===== src/rtl/video_vga_dblsched_pkg.sv =====
// Shared definitions for the VGA scandoubler scheduler: lock FSM encoding, counter widths, default timing.
// Latency: none, definitions only.
// Backpressure: none.
package video_vga_dblsched_pkg;

  typedef enum logic [1:0] {
    ST_HUNT  = 2'd0,
    ST_CHECK = 2'd1,
    ST_LOCK  = 2'd2
  } lock_state_t;

  localparam int TCNT_W = 11;
  localparam int VCNT_W = 10;
  localparam int VSC_W  = 8;
  localparam logic [TCNT_W-1:0] TCNT_MAX = '1;

  localparam int DEF_LINE_LEN    = 1792;
  localparam int DEF_LOCK_TOL    = 2;
  localparam int DEF_SCANIN_POS  = 8;
  localparam int DEF_SCANOUT_POS = 140;
  localparam int DEF_VGA_HS_LEN  = 106;
  localparam int DEF_VS_LINES    = 2;

  // A line is good when its measured length (tcnt+1) is within tol of nominal.
  // A strobe seen while tcnt is still 0 is a back-to-back strobe and never good.
  function automatic logic line_good(input logic [TCNT_W-1:0] tcnt,
                                     input int line_len, input int tol);
    int meas;
    meas = int'(tcnt) + 1;
    return (tcnt != '0) && (meas >= line_len - tol) && (meas <= line_len + tol);
  endfunction

endpackage


===== src/rtl/video_vga_dblsched_linemeas.sv =====
// TV line length measurement and HUNT/CHECK/LOCK lock FSM.
// Latency: state updates on the strobe edge; locked follows state one clk later.
// Backpressure: none, free-running on input strobes.
module video_vga_dblsched_linemeas
  import video_vga_dblsched_pkg::*;
#(
  parameter int LINE_LEN = DEF_LINE_LEN,
  parameter int LOCK_TOL = DEF_LOCK_TOL
) (
  input  logic              clk,
  input  logic              rst,
  input  logic              tv_hsync_start,
  output logic [TCNT_W-1:0] tcnt,
  output lock_state_t       state,
  output logic              locked
);

  logic [TCNT_W-1:0] tcnt_nxt;
  logic              good;
  logic              sat;
  logic              miss;
  logic              miss_nxt;
  lock_state_t       state_nxt;

  always_comb begin
    tcnt_nxt = tcnt;
    if (tv_hsync_start)
      tcnt_nxt = '0;
    else if (tcnt != TCNT_MAX)
      tcnt_nxt = tcnt + 1'b1;
  end

  assign good = line_good(tcnt, LINE_LEN, LOCK_TOL);
  // Saturation is detected as tcnt reaches its ceiling so HUNT is entered on that same edge.
  assign sat  = (tcnt_nxt == TCNT_MAX);

  always_comb begin
    state_nxt = state;
    miss_nxt  = 1'b0;
    case (state)
      ST_HUNT: begin
        if (tv_hsync_start)
          state_nxt = ST_CHECK;
      end
      ST_CHECK: begin
        if (tv_hsync_start && good)
          state_nxt = ST_LOCK;
      end
      ST_LOCK: begin
        miss_nxt = miss;
        if (tv_hsync_start) begin
          if (good)
            miss_nxt = 1'b0;
          else if (miss)
            state_nxt = ST_CHECK;
          else
            miss_nxt = 1'b1;
        end
        if (state_nxt != ST_LOCK)
          miss_nxt = 1'b0;
      end
      default: state_nxt = ST_HUNT;
    endcase
    if (sat) begin
      state_nxt = ST_HUNT;
      miss_nxt  = 1'b0;
    end
  end

  always_ff @(posedge clk or posedge rst) begin
    if (rst) begin
      tcnt   <= '0;
      state  <= ST_HUNT;
      miss   <= 1'b0;
      locked <= 1'b0;
    end else begin
      tcnt   <= tcnt_nxt;
      state  <= state_nxt;
      miss   <= miss_nxt;
      locked <= (state == ST_LOCK);
    end
  end

endmodule


===== src/rtl/video_vga_dblsched.sv =====
// Scandoubler timing scheduler: page-swap/scan-in/scan-out strobes and VGA syncs, two VGA lines per TV line.
// Latency: every output is registered one clk after its counter condition; all forced 0 outside LOCK.
// Backpressure: none. Optional `VGA_SCANLINES_EN drives scanline_dim from the half-line bit.
module video_vga_dblsched
  import video_vga_dblsched_pkg::*;
#(
  parameter int LINE_LEN    = DEF_LINE_LEN,
  parameter int LOCK_TOL    = DEF_LOCK_TOL,
  parameter int SCANIN_POS  = DEF_SCANIN_POS,
  parameter int SCANOUT_POS = DEF_SCANOUT_POS,
  parameter int VGA_HS_LEN  = DEF_VGA_HS_LEN,
  parameter int VS_LINES    = DEF_VS_LINES
) (
  input  logic clk,
  input  logic rst,
  input  logic tv_hsync_start,
  input  logic tv_vsync_start,
  output logic hsync_start,
  output logic scanin_start,
  output logic scanout_start,
  output logic vga_hsync,
  output logic vga_vsync,
  output logic locked,
  output logic scanline_dim
);

  localparam int HALF = LINE_LEN / 2;
  localparam logic [VCNT_W-1:0] VCNT_LAST   = VCNT_W'(HALF - 1);
  localparam logic [VCNT_W-1:0] SO_POS      = VCNT_W'(SCANOUT_POS);
  localparam logic [VCNT_W-1:0] HS_LEN      = VCNT_W'(VGA_HS_LEN);
  localparam logic [TCNT_W-1:0] SI_POS      = TCNT_W'(SCANIN_POS);
  localparam logic [VSC_W-1:0]  VS_LAST     = VSC_W'(VS_LINES - 1);

  logic [TCNT_W-1:0] tcnt;
  lock_state_t       state;
  logic              lock;
  logic [VCNT_W-1:0] vcnt;
  logic              vwrap;
  logic              vs_pend;
  logic              vs_act;
  logic [VSC_W-1:0]  vs_cnt;

  video_vga_dblsched_linemeas #(
    .LINE_LEN (LINE_LEN),
    .LOCK_TOL (LOCK_TOL)
  ) u_meas (
    .clk            (clk),
    .rst            (rst),
    .tv_hsync_start (tv_hsync_start),
    .tcnt           (tcnt),
    .state          (state),
    .locked         (locked)
  );

  assign lock  = (state == ST_LOCK);
  assign vwrap = (vcnt == VCNT_LAST);

  // VGA line position; long TV lines simply run into a clipped third VGA line.
  always_ff @(posedge clk or posedge rst) begin
    if (rst)
      vcnt <= '0;
    else if (tv_hsync_start || vwrap)
      vcnt <= '0;
    else
      vcnt <= vcnt + 1'b1;
  end

  always_ff @(posedge clk or posedge rst) begin
    if (rst) begin
      hsync_start   <= 1'b0;
      scanin_start  <= 1'b0;
      scanout_start <= 1'b0;
      vga_hsync     <= 1'b0;
    end else begin
      hsync_start   <= lock & tv_hsync_start;
      scanin_start  <= lock & (tcnt == SI_POS);
      scanout_start <= lock & (vcnt == SO_POS);
      vga_hsync     <= lock & (vcnt < HS_LEN);
    end
  end

  // A vsync request waits for the next VGA line start; a request during an active
  // pulse stays pending and is served after the current pulse ends.
  always_ff @(posedge clk or posedge rst) begin
    if (rst) begin
      vs_pend <= 1'b0;
      vs_act  <= 1'b0;
      vs_cnt  <= '0;
    end else if (!lock) begin
      vs_pend <= 1'b0;
      vs_act  <= 1'b0;
      vs_cnt  <= '0;
    end else begin
      if (vcnt == '0) begin
        if (vs_act) begin
          if (vs_cnt == '0)
            vs_act <= 1'b0;
          else
            vs_cnt <= vs_cnt - 1'b1;
        end else if (vs_pend) begin
          vs_act  <= 1'b1;
          vs_cnt  <= VS_LAST;
          vs_pend <= 1'b0;
        end
      end
      if (tv_vsync_start)
        vs_pend <= 1'b1;
    end
  end

  assign vga_vsync = vs_act;

`ifdef VGA_SCANLINES_EN
  logic half;

  always_ff @(posedge clk or posedge rst) begin
    if (rst) begin
      half         <= 1'b0;
      scanline_dim <= 1'b0;
    end else begin
      if (tv_hsync_start)
        half <= 1'b0;
      else if (vwrap)
        half <= ~half;
      scanline_dim <= lock & half;
    end
  end
`else
  assign scanline_dim = 1'b0;
`endif

endmodule


===== config.mk =====
export PLATFORM = sky130hd
export DESIGN_NAME = video_vga_dblsched
export DESIGN_NICKNAME = d
export VERILOG_FILES = /design/src/rtl/video_vga_dblsched_pkg.sv /design/src/rtl/video_vga_dblsched_linemeas.sv /design/src/rtl/video_vga_dblsched.sv
export SDC_FILE = /design/constraint.sdc
export NUM_CORES = 1
export LEC_CHECK = 0
export ABC_CLOCK_PERIOD_IN_PS = 4450
export CORE_MARGIN = 2
export CORE_UTILIZATION = 41
export DETAILED_ROUTE_END_ITERATION = 8
export GPL_TIMING_DRIVEN = 0
export PLACE_DENSITY_LB_ADDON = 0.3
export SLEW_MARGIN = 5
export SYNTH_ARGS = -nofsm -noshare
export SYNTH_HDL_FRONTEND = slang
export SYNTH_SLANG_ARGS = --single-unit

===== constraint.sdc =====
create_clock -name clk -period 4.45 [get_ports clk]
set_clock_uncertainty 0.05 [all_clocks]
set_input_delay 0.89 -clock clk [delete_from_list [all_inputs] [get_ports clk]]
set_output_delay 0.89 -clock clk [all_outputs]
set_load 0.02 [all_outputs]

==> results of run 1 <==
==> layer usage <==
metal | track usage | vias up
li1 | - | 970
met1 | 0.247 | 910
met2 | 0.257 | 36
met3 | 0.0271 | 6
met4 | 0.0508 | 0
met5 | 0 | -
==> synth_stat cells (2+ instances only) <==
library cell  number  area, µm²
nand4_1            2       12.5
nor2_1            28        105
a21oi_2            3       26.3
nand2_1           22       82.6
nand4b_1           3       26.3
nand2b_1           5       31.3
xnor2_1           11       96.3
o31a_1             2       17.5
ha_1               7       87.6
a21oi_1           14       70.1
nand3_1           10       50.1
and2_1             2       12.5
dfrtp_1           39        976
nor3_1            14       70.1
o21a_1             2       15.0
inv_1             19       71.3
and3_1             3       18.8
buf_2              4       20.0
clkbuf_1           6       22.5
xor2_1             5       43.8
or3_1              4       25.0
nand3b_1           3       22.5
nor4_1             8       50.1
o21ai_0           15       75.1
or4_1              2       15.0
or2_2              4       25.0
o21ai_1            2       10.0
o31ai_1            3       22.5
==> power by group <==
group / internal [mW] / leakage, nW / switching (mW)
combinational: 0.0202 / 0.505 / 0.0410
clock: 0.109 / 0.0402 / 0.133
sequential: 0.358 / 0.535 / 0.00334
==> flip-flops by register name, summed over array words and instances (netlist names) <==
signal         flops
hsync_start        1
vs_pend            1
vga_vsync          1
scanout_start      1
vcnt              10
vga_hsync          1
u_meas.locked      1
vs_cnt             8
scanin_start       1
u_meas.tcnt       11
u_meas.miss        1
u_meas.state       2
==> worst max-delay path by stage <==
stage | endpoint | cells after the start
floorplan | vs_cnt[4] | 8
global placement | u_meas.tcnt[2] | 2
detailed placement | vcnt[4] | 4
CTS | u_meas.miss | 6
global route | u_meas.miss | 6
finish | u_meas.miss | 6
==> kinds of logic (layout without fill, tap and decap cells) <==
family	Yosys count	in the layout	synth area share
muxes	1	1	0.00424
buffers and inverters	34	51	0.0614
adders and majority gates	7	7	0.0371
xor gates and xnor gates	16	16	0.0593
DFF	39	39	0.413
other	1	1	0.00159
AOI/OAI and AO/OA	52	52	0.146
and+or+nand+nor	119	119	0.277
==> per-stage QoR <==
step	worst slack (ns)	instance area [µm²]	hold WS, ns	util	total power, mW
floorplan	2.31	2360	0.389	-	0.413
global placement	1.73	2540	0.413	0.459	0.429
detailed placement	1.71	2540	0.415	0.459	0.430
global route	1.77	2630	0.450	0.475	0.698
CTS	2.00	2630	0.426	0.475	0.675
finish	1.98	2630	0.421	0.475	0.665
==> final cells by class <==
cell class              count  area (µm²)
flip-flops and latches     39         976
repair buffers              9        90.1
clock buffers               5        68.8
fillers                   553        2910
well taps                  72        90.1
multi-input cells         196        1240
inverters                  20        75.1
plain buffers              14        70.1
clock inverters             3        20.0
==> worst max-delay path, stage by stage (launching register included) <==
cell and delay, ns:
dfrtp_1 0.52, nand3_4 0.15, buf_6 0.17, nor4_1 0.86
nand3_1 0.23, a21oi_2 0.27, nor3_1 0.07
==> cell usage in the layout, fill, tap and decap left out, types with 3 or more instances in the layout <==
master | synthesis | layout
o21ai_0 | 15 | 15
ha_1 | 7 | 7
nor2_1 | 28 | 28
clkdlybuf4s50_1 | 0 | 9
nand4b_1 | 3 | 3
xnor2_1 | 11 | 11
nand2_1 | 22 | 22
dfrtp_1 | 39 | 39
a21oi_1 | 14 | 14
or2_2 | 4 | 4
clkbuf_1 | 6 | 6
nand2b_1 | 5 | 5
or3_1 | 4 | 4
nor3_1 | 14 | 14
and3_1 | 3 | 3
o31ai_1 | 3 | 3
nand3_1 | 10 | 10
a21oi_2 | 3 | 3
nand3b_1 | 3 | 3
clkbuf_8 | 0 | 5
xor2_1 | 5 | 5
nor4_1 | 8 | 8
inv_1 | 19 | 18
buf_2 | 4 | 4
==> metrics.cfg, run 1 <==
[run_status]
outcome = finished clean

[global_routing]
grt_start_max_net_pins = 40
grt_pass1_wl_um = 8540
grtUsageTotal = 0.169
grt-ovfl-total = 0
antenna_found_initial = 0
grt_pass1_vias = 1788

[drt]
dr.pass1.iters = 4
met1_length_um = 2490
viasPerCell = 5.37
wl_met2_um = 2110
wl_met3_um = 197
maxUsedRoutingLayer = met4
drtIter0Drc = 75
routed_wl_um = 4850
ant_nets = 0
drc = 0
detail_route.wl_per_cell_um = 13.5
num_vias = 1922

[sta]
setup-tns-final_ns = 0
finalMaxSlewViolations = 0
slew_headroom = 0.315
min_period_ns = 2.47
finalSetupViolCount = 0
max_freq_mhz = 405
fin_crit_sh = 0.555
tightest_slew_ns = 1.02
hold_viol_final = 0
rsz0062_at_grt = false

[hold_path]
hold_class = flip-flop to flip-flop
hold_depth = 1
hold_end = vs_cnt[4]
min-delay-start = vs_cnt[4]

[synthesis]
syn-num-nets = 280
synthFlopType = dfrtp_1
avgSynthCellArea_um2 = 8.78
ys_ff_latch = 39
synth_cell_type_count = 55
synthCells = 269
syn_area_um2 = 2360
yosysSeqAreaShare = 0.413
yosys_warnings = 0
synth_edf_count = 0
async_flop_share = 1.00

[critical_path]
required_ns = 4.56
path_class = flip-flop to flip-flop
rr_worst_depth = 6
endpoint_kind = flip-flop
r2r_end = u_meas.miss
cp-startpoint = u_meas.tcnt[3]
rr_startpoint = u_meas.tcnt[3]
critPathLaunchType = flip-flop
cp_data_arrival_time_ns = 2.58
ff2ff_setup_slack_ns = 1.98
cp_max_fo = 10

[cts]
clkTransAtPathRegs_ns = 0.08
cts_resized = 0
root_buffer = clkbuf_8
clock_path_buffers = 2
clock-sinks = 39
cts_inserted_buffers = 5
cts_tree = built
cts-htree-levels = 2
clk_latency_ns = 0.29
post_cts_buffers = 0
holdBufCountCts = 0

[place]
dp_cells = 350
portBuffers = 9
dp_hpwl_um = 3410
gp_congestion = 0.915

[floorplan]
fp.dieW_um = 79.9
rows = 27
core_area_um2 = 5540
die_h_um = 79.9
dieArea_um2 = 6380
boundaryPins = 11
start_util = 0.426

[job]
drv_cap = 0

[final_layout]
nNetsFinal = 296
area_growth_syn_to_layout_pct = 11.4
antenna_cells = 0
layout-drive-gt1-share = 0.112
final_cell_count_no_fill = 358

[power]
ir_worst_vdd_uv = 112
leakage_nw = 1.08
powerDensity_nw_per_um2 = 253

(Power assumes the default switching activity.)
==> inputs of run 2 (changes only) <==
--- a/config.mk
+++ b/config.mk
@@ -5,7 +5,7 @@
 export SDC_FILE = /design/constraint.sdc
 export NUM_CORES = 1
 export LEC_CHECK = 0
-export ABC_CLOCK_PERIOD_IN_PS = 4450
+export ABC_CLOCK_PERIOD_IN_PS = 2310
 export CORE_MARGIN = 2
 export CORE_UTILIZATION = 41
 export DETAILED_ROUTE_END_ITERATION = 8
==> constraint.sdc (replaced) <==
create_clock -name clk -period 2.31 [get_ports clk]
set_clock_uncertainty 0.05 [all_clocks]
set_input_delay 0.462 -clock clk [delete_from_list [all_inputs] [get_ports clk]]
set_output_delay 0.462 -clock clk [all_outputs]
set_load 0.02 [all_outputs]
==> run 2 against run 1 <==
  * Combinational power increased to 2.5 times the previous value
  * Utilization grew 3.4 points
  * Hold slack improved by 0.0066 ns
  * Clock power up 95%
  * Sequential power grew 93%
  * Register-to-register slack got worse by 2.0 ns
  * Largest power group unchanged
  * Cell count increased by 2.8%
  * Count of clock-buffer cells in the layout stayed put
==> metrics.cfg, run 2 (same netlist as run 1, synthesis figures left out) <==
[sta]
min_period_ns = 2.28
finalMaxSlewViolations = 0
tightest_slew_ns = 0.808
max_freq_mhz = 438
rsz0062_at_grt = true
holdWs_ns = 0.427
fin_crit_sh = 0.988
hold_viol_final = 0
finalSetupViolCount = 0
slew_headroom = 0.461
setup_slack_ns = 0.0278

[drt]
drc = 0
routed_wl_um = 5170
viasPerCell = 5.36
dr.pass1.iters = 4
ant_nets = 0
detail_route.wl_per_cell_um = 14.0
num_vias = 1974
drtIter0Drc = 105

[cts]
holdBufCountCts = 0
clock-sinks = 39
cts_tree = built
clk_latency_ns = 0.29
cts-htree-levels = 2
clkTransAtPathRegs_ns = 0.08
cts_inserted_buffers = 5
root_buffer = clkbuf_8
clock_path_buffers = 2

[global_routing]
met2_usage = 0.260
grt_pass1_wl_um = 8680
grtUsageTotal = 0.171
use_met1 = 0.250
antenna_found_initial = 0
use_met3 = 0.0271
grt_pass1_vias = 1815
grt-ovfl-total = 0
grt_start_max_net_pins = 40
busiest_layer = met2

[job]
drv_cap = 0

[critical_path]
cp_data_arrival_time_ns = 2.39
critical_path_buf_inv_count = 1
cp_slowest_stage_delay_ns = 0.56
endpoint_kind = flip-flop
crit_path_cell_trace = buf_4, ha_2, nand2_1, o21a_1, or4_4, nor4_4, o31a_1, nor3_1
ff2ff_setup_slack_ns = 0.03
cpLargestDelayFamily = simple AND/OR/NAND/NOR gates
rr_worst_depth = 8
slowest_stage = or4_4
cp_max_fo = 3
r2r_end = u_meas.miss
critPathLaunchType = flip-flop
rr_startpoint = u_meas.tcnt[0]
path_class = flip-flop to flip-flop
required_ns = 2.41

[run_status]
outcome = finished clean

[final_layout]
antenna_cells = 0
final_common_cell = dfrtp_1
largest_registers = u_meas.tcnt x11, vcnt x10, vs_cnt x8
final_cell_mix = 38 x dfrtp_1, 28 x nor2_1, 22 x nand2_1, 15 x inv_1, 14 x a21oi_1
layout-drive-gt1-share = 0.199
largest_register_ffs = 11
area_growth_syn_to_layout_pct = 19.3
finalInstanceArea_um2 = 2820
nNetsFinal = 306
regMostFlops = u_meas.tcnt

[power]
ir_worst_vdd_uv = 220
leakage_nw = 1.16
powerDensity_nw_per_um2 = 469

[place]
dpl_cell_area_um2 = 2540
post-place-ws_ns = -0.125
gp_congestion = 0.915
dp_hpwl_um = 3410
portBuffers = 9

[floorplan]
core_area_um2 = 5540
boundaryPins = 11
dieArea_um2 = 6380
start_util = 0.426
die_h_um = 79.9
fp.dieW_um = 79.9
rows = 27

[hold_path]
hold_depth = 1
min-delay-start = vs_cnt[4]
hold_end = vs_cnt[4]
hold_class = flip-flop to flip-flop

[run 2: cell count changes in the layout (fill, tap and decap cells not counted), moves of 2 or more]
cell / before / now
buf_6: 1 / 3
nor4_1: 8 / 5
o21ai_1: 2 / 5
inv_2: 2 / 5
a21oi_2: 3 / 1
buf_4: 1 / 12
o21ai_0: 15 / 11
buf_2: 4 / 1
a21oi_4: 0 / 2
ha_1: 7 / 5
nor4_2: 1 / 3
inv_1: 18 / 15
[run 2: cell type report]
class	count	area [µm²]
Timing Repair Buffer	19	165
Tap cell	72	90.1
Inverter	20	75.1
Multi-Input combinational cell	196	1340
Buffer	14	86.3
Sequential cell	39	977
Clock buffer	5	68.8
Fill cell	535	2720
Clock inverter	3	20.0
[run 2: how the worst max path moves through the flow]
stage	startpoint	end	depth (start not counted)
2_1_floorplan	vcnt[0]	vs_cnt[4]	8
3_3_place_gp	u_meas.tcnt[0]	u_meas.miss	7
3_5_place_dp	u_meas.tcnt[3]	u_meas.miss	6
4_1_cts	vcnt[0]	vs_cnt[4]	8
5_1_grt	u_meas.tcnt[0]	u_meas.miss	8
6_report	u_meas.tcnt[0]	u_meas.miss	8
[run 2: stage by stage]
| stage | utilization | total power, mW | TNS [ns] | cells |
|---|---|---|---|---|
| floorplan | - | 0.795 | 0 | 269 |
| CTS | 0.481 | 1.31 | 0 | 358 |
| finish | 0.509 | 1.32 | 0 | 368 |
| detailed placement | 0.459 | 0.829 | -0.619 | 350 |
| global route | 0.509 | 1.38 | -0.0810 | 368 |
| global placement | 0.459 | 0.827 | -0.390 | 350 |
[run 2: per-layer routing]
metal,share of wire,vias to the layer above
met5,0,-
met4,0.0099,0
met3,0.047,4
met2,0.45,49
met1,0.49,937
li1,-,984
[run 2: worst reg2reg max path, delay by kind of cell, from the launching register on]
kind,cells,cell delay [ns]
buf+inv,1,0.12
compound gates,2,0.38
flops,1,0.38
simple gates,4,1.03
fa+ha+maj,1,0.19
[run 2: power by group]
part | switching (mW) | internal (mW)
sequential | 0.00672 | 0.690
combinational | 0.0886 | 0.0648
clock | 0.260 | 0.210
total | 0.355 | 0.966
[run 2: timing repair]
item,CTS,global route
pin swaps,0,13
cloned,0,0
gates resized for setup,7,26
endpoints found under the setup margin,8,10
buffers inserted,0,10
==> inputs of run 3 (changes only) <==
--- a/config.mk
+++ b/config.mk
@@ -10,7 +10,7 @@
 export CORE_UTILIZATION = 41
 export DETAILED_ROUTE_END_ITERATION = 8
 export GPL_TIMING_DRIVEN = 0
-export PLACE_DENSITY_LB_ADDON = 0.3
+export PLACE_DENSITY = 0.6
 export SLEW_MARGIN = 5
 export SYNTH_ARGS = -nofsm -noshare
 export SYNTH_HDL_FRONTEND = slang
==> run 3 against run 2 <==
  * Utilization up 1.8 points
  * Clock power up 21%
  * Largest cell class unchanged
  * Sequential share of layout area down 1.2 points
  * Sequential power about the same
  * Final area up 3.6%
  * Via count up 1.5%
  * Maximum frequency up 0.95%
  * Combinational power up 6%
  * Flip-flop and latch count unchanged
  * Die area unchanged
  * Critical endpoint unchanged
==> metrics.cfg, run 3 (same netlist as run 1, synthesis figures left out) <==
[floorplan]
core_area_um2 = 5540
start_util = 0.426
die_h_um = 79.9
fp.dieW_um = 79.9
boundaryPins = 11
rows = 27
dieArea_um2 = 6380

[drt]
detail_route.wl_per_cell_um = 14.0
drc = 0
num_vias = 2004
ant_nets = 0
viasPerCell = 5.40
drtIter0Drc = 120
dr.pass1.iters = 4
routed_wl_um = 5190

[cts]
clkTransAtPathRegs_ns = 0.09
clock-sinks = 39
clock_path_buffers = 2
cts-htree-levels = 2
clk_latency_ns = 0.29
cts_tree = built
root_buffer = clkbuf_8
holdBufCountCts = 0
cts_inserted_buffers = 5

[power]
ir_worst_vdd_uv = 309
power_mw = 1.43
powerDensity_nw_per_um2 = 490
leakage_nw = 1.20

[critical_path]
endpoint_kind = flip-flop
critPathLaunchType = flip-flop
required_ns = 2.42
cp-startpoint = u_meas.tcnt[0]
endpoint = u_meas.miss
r2r_end = u_meas.miss
slowest_stage = or4_4
ff2ff_setup_slack_ns = 0.05
crit_path_cell_trace = buf_6, clkinvlp_4, ha_4, inv_2, or3_1, or4_4, a21oi_4, nor3_2
cp_max_fo = 5
rr_startpoint = u_meas.tcnt[0]
rr_worst_depth = 8
path_class = flip-flop to flip-flop
cp_data_arrival_time_ns = 2.37
cp_slowest_stage_delay_ns = 0.55

[final_layout]
layout-drive-gt1-share = 0.217
final_common_cell = dfrtp_1
final_cell_mix = 38 x dfrtp_1, 28 x nor2_1, 21 x nand2_1, 15 x inv_1
antenna_cells = 0
regArea_um2 = 977
regMostFlops = u_meas.tcnt
fin_util = 0.527
multi_input_area_um2 = 1380
largest_registers = u_meas.tcnt x11, vcnt x10, vs_cnt x8
area_growth_syn_to_layout_pct = 23.6
nNetsFinal = 309
final_cell_count_no_fill = 371
nFillCells = 511
largest_register_ffs = 11

[global_routing]
grtUsageTotal = 0.171
antenna_found_initial = 0
grt_pass1_vias = 1808
grt_pass1_wl_um = 8690
grt_start_max_net_pins = 40
grt-ovfl-total = 0

[sta]
tightest_slew_ns = 0.834
holdWs_ns = 0.433
slew_headroom = 0.443
max_freq_mhz = 442
rsz0062_at_grt = true
hold_viol_final = 0
finalSetupViolCount = 0
fin_crit_sh = 0.979
min_period_ns = 2.26
finalMaxSlewViolations = 0
setup-tns-final_ns = 0

[hold_path]
hold_class = flip-flop to flip-flop

[place]
portBuffers = 9
gp_congestion = 0.846
dp_cells = 350
dp_hpwl_um = 3460

[run_status]
outcome = finished clean

[job]
drv_cap = 0

-- run 3: final cells by class --
cell class                 count  share of cell area
multi-input combinational    196               0.472
sequential                    39               0.335
timing repair buffer          23              0.0660
tap                           72              0.0308
buffer                        13              0.0300
inverter                      20              0.0283
clock buffer                   5              0.0236
clock inverter                 3              0.0150
-- run 3: report_power, final --
group,internal (mW),switching [mW],leakage (nW)
clock,0.322,0.248,0.0581
sequential,0.691,0.00883,0.533
combinational,0.0719,0.0900,0.611
-- run 3: worst max-delay path, delay by kind of cell (launching register included) --
family	cells	cell delay, ns
buffers and inverters	3	0.28
AO/OA/AOI/OAI	1	0.19
AND/OR/NAND/NOR	3	0.90
flip-flops	1	0.43
adder cells (fa/ha/maj)	1	0.29
-- run 3: worst min-delay path by stage --
stage	start	end	slack, ns	cells after the start
6_report	vs_cnt[4]	vs_cnt[4]	0.43	1
2_1_floorplan	vs_cnt[4]	vs_cnt[4]	0.39	1
3_3_place_gp	vs_cnt[4]	vs_cnt[4]	0.41	1
3_5_place_dp	vs_cnt[4]	vs_cnt[4]	0.41	1
5_1_grt	vs_cnt[4]	vs_cnt[4]	0.46	1
4_1_cts	vs_cnt[4]	vs_cnt[4]	0.43	1
-- run 3: metal layers --
metal  up-vias  track usage  part of all wire
met4         0       0.0458            0.0096
met5         -            0                 0
met1       964        0.245              0.49
li1        988            -                 -
met2        47        0.264              0.46
met3         5       0.0305             0.045
-- run 3: what timing repair did --
item | 4_1_cts | 5_1_grt
endpoints found under the setup margin | 7 | 12
setup buffers | 0 | 13
cloned | 0 | 1
gates resized for setup | 6 | 32
pin swaps | 2 | 14
-- run 3: through the flow --
| stage | worst slack (ns) | area, µm² |
|---|---|---|
| floorplan | 0.169 | 2360 |
| global placement | -0.0500 | 2540 |
| detailed placement | -0.0410 | 2540 |
| CTS | 0.00393 | 2680 |
| global route | -0.0373 | 2920 |
| finish | 0.0493 | 2920 |
